==> src/rtl/frogger_round_ctrl.sv <==
// Frogger round sequencer: owns the game FSM, lives and score, and turns collision and
// frog-position events into respawn pulses, score increments and a per-frame move enable.
module frogger_round_ctrl #(
    parameter int c_LIVES          = 3,
    parameter int c_RESPAWN_FRAMES = 60,
    parameter int c_GOAL_ROW       = 0,
    parameter int c_MAX_SCORE      = 99
) (
    input  logic       i_Clk,
    input  logic       i_Reset,
    input  logic       i_VSync,
    input  logic       i_Game_Start,
    input  logic       i_Collided,
    input  logic [5:0] i_Frogger_Y,
    output logic [1:0] o_State,
    output logic       o_Game_Active,
    output logic       o_Move_En,
    output logic       o_Respawn,
    output logic [1:0] o_Lives,
    output logic [6:0] o_Score,
    output logic       o_Game_Over
);

    typedef enum logic [1:0] {
        ST_IDLE      = 2'b00,
        ST_PLAY      = 2'b01,
        ST_RESPAWN   = 2'b10,
        ST_GAME_OVER = 2'b11
    } state_t;

    localparam logic [1:0] c_LIVES_INIT = 2'(c_LIVES);
    localparam logic [7:0] c_RESP_INIT  = 8'(c_RESPAWN_FRAMES);
    localparam logic [5:0] c_GOAL       = 6'(c_GOAL_ROW);
    localparam logic [6:0] c_SCORE_MAX  = 7'(c_MAX_SCORE);

    function automatic logic [6:0] sat_inc(input logic [6:0] val);
        if (val >= c_SCORE_MAX) begin
            sat_inc = c_SCORE_MAX;
        end else begin
            sat_inc = val + 7'd1;
        end
    endfunction

    state_t     state_r, state_s;
    logic [1:0] lives_r, lives_s;
    logic [6:0] score_r, score_s;
    logic [7:0] cnt_r, cnt_s;
    logic       armed_r, armed_s;
    logic       start_d_r, coll_d_r, vs_d_r;
    logic       move_en_r, respawn_r, game_active_r, game_over_r;
    logic       respawn_s, scored_s, move_en_s;
    logic       start_evt_s, coll_evt_s, tick_s, at_goal_s;

    assign start_evt_s = i_Game_Start & ~start_d_r;
    assign coll_evt_s  = i_Collided & ~coll_d_r;
    assign tick_s      = vs_d_r & ~i_VSync;
    assign at_goal_s   = (i_Frogger_Y == c_GOAL);

    // Next-state, lives/score/counter updates and pulse generation.
    always_comb begin
        state_s   = state_r;
        lives_s   = lives_r;
        score_s   = score_r;
        cnt_s     = cnt_r;
        respawn_s = 1'b0;
        scored_s  = 1'b0;
        case (state_r)
            ST_IDLE, ST_GAME_OVER: begin
                if (start_evt_s) begin
                    state_s   = ST_PLAY;
                    lives_s   = c_LIVES_INIT;
                    score_s   = 7'd0;
                    respawn_s = 1'b1;
                end else begin
                    state_s = state_r;
                end
            end
            ST_PLAY: begin
                if (coll_evt_s) begin
                    // A zero-lives PLAY cannot occur; treating it as fatal keeps lives from wrapping.
                    if (lives_r <= 2'd1) begin
                        state_s = ST_GAME_OVER;
                        lives_s = 2'd0;
                    end else begin
                        state_s = ST_RESPAWN;
                        lives_s = lives_r - 2'd1;
                        cnt_s   = c_RESP_INIT;
                    end
                end else if (armed_r & at_goal_s) begin
                    score_s   = sat_inc(score_r);
                    respawn_s = 1'b1;
                    scored_s  = 1'b1;
                end else begin
                    state_s = ST_PLAY;
                end
            end
            ST_RESPAWN: begin
                if (tick_s) begin
                    cnt_s = cnt_r - 8'd1;
                    if (cnt_r == 8'd1) begin
                        state_s   = ST_PLAY;
                        respawn_s = 1'b1;
                    end else begin
                        state_s = ST_RESPAWN;
                    end
                end else begin
                    cnt_s = cnt_r;
                end
            end
            default: begin
                state_s = ST_IDLE;
            end
        endcase

        // Re-arm on any entry to PLAY or once the frog leaves the goal row.
        if ((state_s == ST_PLAY) && (state_r != ST_PLAY)) begin
            armed_s = 1'b1;
        end else if (!at_goal_s) begin
            armed_s = 1'b1;
        end else if (scored_s) begin
            armed_s = 1'b0;
        end else begin
            armed_s = armed_r;
        end

        move_en_s = tick_s & (state_s == ST_PLAY);
    end

    // State, edge-detect history and registered outputs.
    always_ff @(posedge i_Clk) begin
        if (i_Reset) begin
            state_r       <= ST_IDLE;
            lives_r       <= c_LIVES_INIT;
            score_r       <= 7'd0;
            cnt_r         <= 8'd0;
            armed_r       <= 1'b1;
            start_d_r     <= 1'b1;
            coll_d_r      <= 1'b0;
            vs_d_r        <= 1'b1;
            move_en_r     <= 1'b0;
            respawn_r     <= 1'b0;
            game_active_r <= 1'b0;
            game_over_r   <= 1'b0;
        end else begin
            state_r       <= state_s;
            lives_r       <= lives_s;
            score_r       <= score_s;
            cnt_r         <= cnt_s;
            armed_r       <= armed_s;
            start_d_r     <= i_Game_Start;
            coll_d_r      <= i_Collided;
            vs_d_r        <= i_VSync;
            move_en_r     <= move_en_s;
            respawn_r     <= respawn_s;
            game_active_r <= (state_s == ST_PLAY);
            game_over_r   <= (state_s == ST_GAME_OVER);
        end
    end

    assign o_State       = state_r;
    assign o_Lives       = lives_r;
    assign o_Score       = score_r;
    assign o_Move_En     = move_en_r;
    assign o_Respawn     = respawn_r;
    assign o_Game_Active = game_active_r;
    assign o_Game_Over   = game_over_r;

endmodule

==> config.mk <==
export PLATFORM = sky130hd
export DESIGN_NAME = frogger_round_ctrl
export DESIGN_NICKNAME = d
export VERILOG_FILES = /design/src/rtl/frogger_round_ctrl.sv
export SDC_FILE = /design/constraint.sdc
export NUM_CORES = 1
export LEC_CHECK = 0
export CAP_MARGIN = 10
export CORE_MARGIN = 3
export CORE_UTILIZATION = 35
export DETAILED_ROUTE_END_ITERATION = 10
export SYNTH_ARGS = -nofsm -noshare
export SYNTH_HDL_FRONTEND = slang
export SYNTH_SLANG_ARGS = --single-unit
==> constraint.sdc <==
create_clock -name i_Clk -period 2.25 [get_ports i_Clk]
set_clock_uncertainty 0.05 [all_clocks]
set_input_delay 0.225 -clock i_Clk [delete_from_list [all_inputs] [get_ports i_Clk]]
set_output_delay 0.225 -clock i_Clk [all_outputs]
set_load 0.02 [all_outputs]
==> flow_summary.yaml <==
sta:
  final.setup.tns_ns: 0
  holdWs_ns: 0.434
  finalMaxSlewViolations: 0
  worst_slew_pin_slew_ns: 0.347
  setup_violations: 0
  hold_viol: 0
  rsz0062_at_grt: "no"
  slew_headroom_pct: 76.8
  min_period_ns: 2.01
  setup_slack_ns: 0.236
  max_freq_ghz: 0.496
  layout_worst_path_cycle_share_pct: 89.5
clock_tree:
  cts_root_buffer: "clkbuf_8"
  cts_tree: "yes"
  cts_resized: 0
  cts_setup_buffers: 0
  clkLatencyLatePin_ns: 0.27
  postCtsHoldBufs: 0
  cts_inserted_buffers: 3
  clk_path_buf_depth: 2
  clkTransAtPathRegs_ns: 0.09
  numClockSinks: 27
  ctsHtreeMaxLevel: 1
synthesis:
  syn_inst: 167
  synth_commonest_cells: "dfxtp_1, nand2_1, inv_1, a21oi_1, nor2_1"
  yosys-top-cells-area: "dfxtp_1, a21oi_1, ha_1"
  synth.most_common_cell: "dfxtp_1"
  synth_edf_count: 0
  ys_ff_latch: 27
  ys_types: 42
  yosysSeqAreaShare_pct: 36.9
  synthArstFlopShare_pct: 0
  synth_warnings: 0
  synth.cell_area_mm2: 0.00147
  syn-num-nets: 183
  synth_area_leader_cell: "dfxtp_1"
  synth-main-ff-cell: "dfxtp_1"
  synth_top_area_share_pct: 36.9
  avgSynthCellArea_um2: 8.77
route:
  drc: 0
  drt_iter0_markers: 48
  dr_total_vias: 1237
  drt-total-wl_um: 3020
  ant_nets: 0
  drt-pass1-iter-count: 4
  viasPerCell: 5.13
  wire_per_inst_um: 12.5
power_and_ir_drop:
  vdd_drop_max_mv: 0.470
  power_mw: 1.23
  p_leak_nw: 0.643
  power_density_mw_per_mm2: 679
critical_path:
  crit_required_ns: 2.36
  crit_arrival_ns: 2.12
  critPathKind: "reg2reg"
  endpoint_kind: "flop"
  worstPathMaxFanout: 9
  worst_setup_path_start_kind: "flop"
  reg2regPathDepth: 7
placement:
  dp.cells: 237
  gp_congestion: 0.810
  dp_slack_ns: 0.231
  hpwl_um: 2340
  portBuffers: 25
  place_area_mm2: 0.00177
flow_run:
  drv_cap: 0
die:
  core_area_mm2: 0.00385
  die_w_um: 70.7
  row_count: 22
  pin_count: 26
  initial_core_util_pct: 38.0
  dieArea_mm2: 0.00500
  die_h_um: 70.7
final_layout:
  n_fill_cell: 385
  post-route-util_pct: 47.1
  drive_gt1_share_pct: 9.33
  final_cells: 241
  fin_nets: 210
  register_area_um2: 541
  diodes: 0
  area_growth_pct: 23.8
  multiInputGateArea_um2: 851
  final_area_mm2: 0.00181
global_routing:
  track_usage_pct: 12.3
  grt_pass1_wl_um: 5190
  grt_overflow: 0
  grt_pass1_vias: 1133
  antenna_found_initial: 0
  grt_start_max_net_pins: 18
hold_path:
  min_path_type: "reg2reg"
  holdPathStages: 2
outcome:
  status: "complete, no violations"
## report_power, final
group	internal (mW)	total [mW]	switching, mW	leakage, nW
sequential	0.527	0.579	0.0515	0.220
clock	0.127	0.273	0.146	0.0228
combinational	0.176	0.380	0.204	0.400
total	0.830	1.23	0.402	0.643
## layer usage
layer,GRT usage (%),wire length (um),part of all wire [%]
met1,16.5,1490,49
met2,20.3,1400,46
met3,2.56,108,3.6
met4,2.92,19,0.63
met5,0,0,0
## layout make-up
class / count / area share, %
inverters: 14 / 2.90
multi-input cells: 121 / 46.9
flip-flops and latches: 27 / 29.8
well taps: 48 / 3.31
repair buffers: 27 / 14.6
clock buffers: 4 / 2.48
## cells in the final DEF, fill, tap and decap left out, types with 3 or more instances in the layout
cell,Yosys,final
a21oi_1,13,13
nand3b_1,4,4
or2_2,3,3
inv_1,14,14
xor2_1,5,5
nor2_1,11,11
nor3_1,4,4
clkdlybuf4s50_1,0,25
nand2_1,15,15
o21ai_0,4,4
o32ai_1,3,3
clkbuf_8,0,3
nand2b_1,6,6
or3_1,5,5
nand3_1,9,9
a31oi_1,3,3
dfxtp_1,27,27
nand4_1,4,4
ha_1,5,5
## registers in the layout, summed over array words and instances, names as in the netlist, 2 cells and up
| name | cells |
|---|---|
| o_Score | 7 |
| o_State | 2 |
| o_Lives | 2 |
| cnt_r | 8 |
## worst paths after layout
| path | from | end | slack (ns) |
|---|---|---|---|
| max | o_State[0]$_SDFF_PP0_ | o_Score[0]$_SDFFE_PP0P_ | 0.24 |
| min | cnt_r[1]$_SDFFE_PP0P_ | cnt_r[1]$_SDFFE_PP0P_ | 0.43 |
| max reg2reg | o_State[0]$_SDFF_PP0_ | o_Score[0]$_SDFFE_PP0P_ | 0.24 |
| min reg2reg | cnt_r[1]$_SDFFE_PP0P_ | cnt_r[1]$_SDFFE_PP0P_ | 0.43 |
## critical path: stages (launching register included)
cell and delay [ns]:
dfxtp_1 0.41, inv_1 0.08, ha_1 0.49, nand3b_1 0.16, and2_1 0.22, a21o_2 0.26, a22oi_1 0.19, nor2_1 0.05
## cells by family after synthesis
logic type / synth area share, %
buf+inv: 5.04
compound gates: 20.0
fa+ha+maj: 4.27
simple gates: 30.8
flops: 36.9
xor+xnor: 2.99
Note: power is estimated with default switching activity, not from simulation.
